`src/rtl/input_irq_pkg.sv`:
```
// ----------------------------------------------------------------------------
// input_irq_pkg
//   Shared definitions for the user-input interrupt controller:
//   - Avalon-MM word addresses of the register file.
//   - clog2 helper used to size the debounce counters.
// ----------------------------------------------------------------------------
package input_irq_pkg;

  localparam logic [2:0] ADDR_DATA     = 3'd0;
  localparam logic [2:0] ADDR_MASK     = 3'd1;
  localparam logic [2:0] ADDR_EDGE_CAP = 3'd2;
  localparam logic [2:0] ADDR_RISE_EN  = 3'd3;
  localparam logic [2:0] ADDR_FALL_EN  = 3'd4;
  localparam logic [2:0] ADDR_RAW      = 3'd5;

  // Ceiling log2, usable in constant expressions. clog2(1) = 0.
  function automatic int clog2(input int value);
    int result;
    result = 0;
    while ((1 << result) < value) begin
      result++;
    end
    return result;
  endfunction

endpackage

```
`src/rtl/input_irq_controller_debounce.sv`:
```
// ----------------------------------------------------------------------------
// input_debounce
//   Single-bit metastability synchroniser followed by a debouncer. A new level
//   is accepted only after the synchronised input has differed from the
//   current debounced level for DEBOUNCE_CYCLES consecutive clocks.
//
// Ports:
//   clk      system clock
//   reset_n  asynchronous active-low reset
//   din      raw asynchronous input level
//   sync     synchronised, undebounced level
//   level    debounced level
// ----------------------------------------------------------------------------
module input_debounce
  import input_irq_pkg::*;
#(
  parameter int SYNC_STAGES     = 2,
  parameter int DEBOUNCE_CYCLES = 50000
) (
  input  logic clk,
  input  logic reset_n,
  input  logic din,
  output logic sync,
  output logic level
);

  // A one-cycle debounce never needs to count, but the counter still needs
  // a legal width.
  localparam int CNT_W = (DEBOUNCE_CYCLES > 1) ? clog2(DEBOUNCE_CYCLES) : 1;
  localparam logic [CNT_W-1:0] CNT_LAST = CNT_W'(DEBOUNCE_CYCLES - 1);

  logic [SYNC_STAGES-1:0] sync_q;
  logic [CNT_W-1:0]       cnt;

  assign sync = sync_q[SYNC_STAGES-1];

  // NOTE: every flop is written with <= so all registers update from
  // pre-edge values; blocking assignments here would collapse the chain.
  always_ff @(posedge clk or negedge reset_n) begin
    if (!reset_n) begin
      sync_q <= '0;
    end else begin
      sync_q <= {sync_q[SYNC_STAGES-2:0], din};
    end
  end

  // The counter measures how long sync has disagreed with the accepted
  // level; any cycle of agreement restarts the measurement.
  always_ff @(posedge clk or negedge reset_n) begin
    if (!reset_n) begin
      cnt   <= '0;
      level <= 1'b0;
    end else if (sync != level) begin
      if (cnt == CNT_LAST) begin
        level <= sync;
        cnt   <= '0;
      end else begin
        cnt <= cnt + CNT_W'(1);
      end
    end else begin
      cnt <= '0;
    end
  end

endmodule

```
`src/rtl/input_irq_controller.sv`:
```
// ----------------------------------------------------------------------------
// input_irq_controller
//   Synchronises and debounces NUM_INPUTS user inputs ({keys, switches}),
//   captures enabled rising/falling edges into a sticky register and raises a
//   maskable level interrupt. Software access is through an Avalon-MM slave
//   with readLatency = 1.
//
//   Word map: 0 DATA (RO), 1 MASK, 2 EDGE_CAP (W1C), 3 RISE_EN, 4 FALL_EN,
//             5 RAW (RO), 6-7 reserved (read 0). Bits above NUM_INPUTS read 0.
//
// Ports:
//   clk            system clock
//   reset_n        asynchronous active-low reset
//   inputs         raw asynchronous key/switch levels
//   avl_address    word address
//   avl_read       read strobe
//   avl_write      write strobe
//   avl_writedata  write data
//   avl_readdata   registered read data, valid one cycle after avl_read
//   avl_irq        registered level interrupt, active high
// ----------------------------------------------------------------------------
module input_irq_controller
  import input_irq_pkg::*;
#(
  parameter int NUM_INPUTS      = 6,
  parameter int DEBOUNCE_CYCLES = 50000,
  parameter int SYNC_STAGES     = 2
) (
  input  logic                  clk,
  input  logic                  reset_n,
  input  logic [NUM_INPUTS-1:0] inputs,
  input  logic [2:0]            avl_address,
  input  logic                  avl_read,
  input  logic                  avl_write,
  input  logic [31:0]           avl_writedata,
  output logic [31:0]           avl_readdata,
  output logic                  avl_irq
);

  logic [NUM_INPUTS-1:0] raw;
  logic [NUM_INPUTS-1:0] level;
  logic [NUM_INPUTS-1:0] level_d;
  logic [NUM_INPUTS-1:0] mask;
  logic [NUM_INPUTS-1:0] edge_cap;
  logic [NUM_INPUTS-1:0] rise_en;
  logic [NUM_INPUTS-1:0] fall_en;
  logic [NUM_INPUTS-1:0] capture;
  logic [NUM_INPUTS-1:0] w1c;
  logic [NUM_INPUTS-1:0] wdata;
  logic [31:0]           rd_mux;

  // Write data bits beyond NUM_INPUTS are ignored by design.
  logic unused_wdata;
  assign unused_wdata = &{1'b0, avl_writedata};

  assign wdata = avl_writedata[NUM_INPUTS-1:0];

  for (genvar i = 0; i < NUM_INPUTS; i++) begin : g_input
    input_debounce #(
      .SYNC_STAGES    (SYNC_STAGES),
      .DEBOUNCE_CYCLES(DEBOUNCE_CYCLES)
    ) u_debounce (
      .clk    (clk),
      .reset_n(reset_n),
      .din    (inputs[i]),
      .sync   (raw[i]),
      .level  (level[i])
    );
  end

  // Edges are taken from the debounced level only, so enabling an edge type
  // later never reports an edge that happened before the enable.
  assign capture = (level & ~level_d & rise_en) | (~level & level_d & fall_en);
  assign w1c     = (avl_write && avl_address == ADDR_EDGE_CAP) ? wdata : '0;

  always_ff @(posedge clk or negedge reset_n) begin
    if (!reset_n) begin
      level_d  <= '0;
      edge_cap <= '0;
      mask     <= '0;
      rise_en  <= '0;
      fall_en  <= '0;
      avl_irq  <= 1'b0;
    end else begin
      level_d  <= level;
      // Capture is OR-ed in after the clear so a same-cycle edge survives W1C.
      edge_cap <= (edge_cap & ~w1c) | capture;
      avl_irq  <= |(edge_cap & mask);
      if (avl_write) begin
        unique case (avl_address)
          ADDR_MASK:    mask    <= wdata;
          ADDR_RISE_EN: rise_en <= wdata;
          ADDR_FALL_EN: fall_en <= wdata;
          default:      ;
        endcase
      end
    end
  end

  // NOTE: rd_mux gets a full default before the case so that unlisted
  // addresses and unused upper bits cannot infer a latch.
  always_comb begin
    rd_mux = '0;
    unique case (avl_address)
      ADDR_DATA:     rd_mux[NUM_INPUTS-1:0] = level;
      ADDR_MASK:     rd_mux[NUM_INPUTS-1:0] = mask;
      ADDR_EDGE_CAP: rd_mux[NUM_INPUTS-1:0] = edge_cap;
      ADDR_RISE_EN:  rd_mux[NUM_INPUTS-1:0] = rise_en;
      ADDR_FALL_EN:  rd_mux[NUM_INPUTS-1:0] = fall_en;
      ADDR_RAW:      rd_mux[NUM_INPUTS-1:0] = raw;
      default:       rd_mux = '0;
    endcase
  end

  // Read data samples register state before any same-cycle write lands.
  always_ff @(posedge clk or negedge reset_n) begin
    if (!reset_n) begin
      avl_readdata <= '0;
    end else if (avl_read) begin
      avl_readdata <= rd_mux;
    end
  end

endmodule

```
`config.mk`:
```
export PLATFORM = sky130hd
export DESIGN_NAME = input_irq_controller
export DESIGN_NICKNAME = d
export VERILOG_FILES = /design/src/rtl/input_irq_pkg.sv /design/src/rtl/input_irq_controller_debounce.sv /design/src/rtl/input_irq_controller.sv
export SDC_FILE = /design/constraint.sdc
export NUM_CORES = 1
export LEC_CHECK = 0
export CAP_MARGIN = 5
export CORE_MARGIN = 2
export CORE_UTILIZATION = 50
export DETAILED_ROUTE_END_ITERATION = 12
export DONT_BUFFER_PORTS = 1
export GPL_TIMING_DRIVEN = 0
export PLACE_DENSITY = 0.75
export REMOVE_ABC_BUFFERS = 1
export SLEW_MARGIN = 0
export SYNTH_ARGS = -nofsm -noshare
export SYNTH_HDL_FRONTEND = slang
export SYNTH_HIERARCHICAL = 1
export SYNTH_SLANG_ARGS = --single-unit
```
`constraint.sdc`:
```
create_clock -name clk -period 4.5 [get_ports clk]
set_clock_uncertainty 0.2 [all_clocks]
set_input_delay 0.45 -clock clk [delete_from_list [all_inputs] [get_ports clk]]
set_output_delay 0.45 -clock clk [all_outputs]
set_load 0.02 [all_outputs]
```
==> results.md <==
* Post-DR wirelength/cell at approximately 16 um
* Buffers & Inverters on Critical Path at 0
* Slew HR at between 50% and 60%
* Number of H-tree levels at 4
* Routed WL at approximately 15000 um
* Distinct cells, synth at 45
* PwrDens at about 390 nW/um2
* Num CTS Buffers at 17
* Final worst path period need at around 1.9 ns
* Die ar. at between 15000 and 20000 um2
* Fin. Hold Viols at 0
* Commonest cells post-synth: dfrtp_1, nor2_1, xnor2_1, nand2_1, nand3_1
* Critical Path AT at 1.94 ns
* Pleak at ~0.0035 uW
* Setup violations, final at 0
* EDFF count, synth at 0
* Total global routing overflow at 0
* Area share of the largest cell type after synthesis at approximately half
* Max-slew violations at 0
* Cells after synthesis at around 670
* Die extent in y at around 130 um
* Root Driver: clkbuf_16
* Final net count at approximately 750
* Ys flop type: dfrtp_1
* Seq/Total Area, Yosys at 49.5%
* Fmax at between 500 and 600 MHz
* Vias at ~4900
* Slew @ Worst Pin at 0.700 ns
* Flops & latches, synth at approximately 150
* Port bufs at 0
* Max incr delay on CP at slightly above 0.4 ns
* Crit Path Class: reg2reg
* Cell family with most CP delay: simple AND/OR/NAND/NOR gates
* Most frequent cell after synthesis: dfrtp_1
* DRC Markers at 0
* Worst-path fanout max at 15
* Status: finished clean
* Sinks on Clock Net at about 150
* Die W at about 130 um
* RePlAce Congestion at slightly above 0.8
* Antenna cells at 0
* Synth warn at 6
* Largest net degree at the start of global routing at approximately 150
* Hold WS at between 0.03 and 0.04 ns
* First-pass GRT wire length at between 20000 and 25000 um
* FP Rows at between 40 and 50
* Critical-path cell list: ha_1 > and3_1 > nand4_1 > nand2_2 > nor2_1
* Synth area leaders: dfrtp_1, xnor2_1, nor2_1
* Pre-Repair DR Iteration Count at 4
* Post-DP HPWL at 9360 um
* Post-DRT Antenna Nets at 0
* Crit end category: flop
* Worst path required time at 4.59 ns
* Peak VDD IR at between 0.2 and 0.3 mV
* Routed vias/inst at approximately 5.5
* TritonCTS clock tree: yes
* RSZ-0062 raised after global routing: false
* Period utilization at 41.2%
* Post-synthesis async set-or-reset flop share at 100%
* Share of cells above drive strength 1 at between 10% and 20%
* Synthesis-to-finish area growth at 10.8%
* Most area-hungry cell type in the Yosys netlist: dfrtp_1
* GRT Resource Usage Total at between 10% and 20%
* CORE AREA at around 15000 um2
* Mean post-synth cell area at ~11 um2
* I/O pin count at between 70 and 80
* Setup_tns at 0 ns
* Initial drt markers at around 300
* Maxcap violations at 0
* Mapped cell area at 7640 um2
* Critical-path top delay cell: dfrtp_1
* Hold Path Class: in2reg
* Reg clk slew, reported paths at 0.06 ns
* Worst setup SP type: flop
* Clock Tree Buf Depth at 2
* Post-CTS resize count at 0
* Initial antenna violation count at 0
* Clk_lat worst skew at between 0.4 and 0.5 ns
* Vias in the first global route at 5041
* Initial core utilization at 50.6%
## layer usage
layer | global-route usage, % | part of all wire [%] | up-vias
li1 | - | - | 2324
met1 | 24.1 | 44 | 2496
met2 | 32.1 | 51 | 74
met3 | 4.86 | 3.2 | 19
met4 | 7.43 | 1.4 | 0
met5 | 0 | 0 | -
## final timing paths
| kind | startpoint | to | slack (ns) | depth (start not counted) |
|---|---|---|---|---|
| max | g_input[1].u_debounce/cnt[0]$_DFF_PN0_ | g_input[1].u_debounce/cnt[4]$_DFF_PN0_ | 2.65 | 5 |
| min | avl_writedata[4] | edge_cap[4]$_DFF_PN0_ | 0.04 | 3 |
| max reg2reg | g_input[1].u_debounce/cnt[0]$_DFF_PN0_ | g_input[1].u_debounce/cnt[4]$_DFF_PN0_ | 2.65 | 5 |
| min reg2reg | g_input[5].u_debounce/sync_q[0]$_DFF_PN0_ | g_input[5].u_debounce/sync_q[1]$_DFF_PN0_ | 0.15 | 0 |
| max in group asynchronous | reset_n | g_input[0].u_debounce/cnt[8]$_DFF_PN0_ | 3.06 | 2 |
| min in group asynchronous | reset_n | g_input[3].u_debounce/cnt[4]$_DFF_PN0_ | 0.55 | 2 |
## final cells by class
class | instances | area (um2)
fillers | 1232 | 6620
clock buffers | 19 | 453
repair buffers | 15 | 168
multi-input cells | 490 | 3570
clock inverters | 13 | 193
well taps | 188 | 235
flip-flops and latches | 151 | 3780
inverters | 19 | 71.3
## worst min-delay path, delay by kind of cell
family | cells | cell delay [ns]
AO/OA/AOI/OAI | 1 | 0.08
AND/OR/NAND/NOR | 2 | 0.08
## cells in the final DEF (no fill, tap or decap), types with 7 or more instances in the layout
cell             n
nand2_1         31
clkbuf_16       17
nor4_2          24
nor4b_1         12
nor2_2          18
and3_1          12
inv_1           19
nor3_1          26
mux2_2          16
nand4_1         12
xor2_1          18
dlygate4sd3_1   14
mux2i_1         15
dfrtp_1        151
nand3b_1         7
nor2_1          91
nand3_4          7
xnor2_1         72
conb_1          26
nand3_1         31
## state kept, by name (all words and copies together), names as in the netlist
register,cells
mask,6
g_input.u_debounce/sync_q,12
rise_en,6
edge_cap,6
g_input.u_debounce/cnt,96
avl_readdata,6
g_input.u_debounce/level,6
level_d,6
fall_en,6
avl_irq,1
## power breakdown
part	internal [uW]	leakage (uW)	switching (uW)
logic	92.2	0.00117	113
clock network	966	0.000305	574
registers	1430	0.00201	82.7
total	2490	0.00348	769
## per-stage QoR
stage,power (uW),worst slack (ns),utilization [%],area (um2),instances
after global placement,1690,2.70,50.7,7650,848
after global routing,3390,2.50,56.1,8470,895
after CTS,3290,2.65,56.1,8470,895
after detailed placement,1700,2.67,50.7,7650,848
after floorplan,1660,2.87,-,7420,660
final,3260,2.65,56.1,8470,895
## cell families after synthesis
kind of cell	after synthesis	share of synthesized area, %
AND/OR/NAND/NOR	303	25.7
flip-flops	151	49.5
XOR/XNOR	90	10.3
buffers and inverters	56	5.06
multiplexers	41	6.09
AO/OA/AOI/OAI	24	2.33
adder cells (fa/ha/maj)	6	0.983
other	1	0.0491
## what timing repair did
item,in CTS,in global routing
setup buffers,0,0
hold endpoints to repair,178,0
hold buffers,15,0
(Power assumes the default switching activity.)
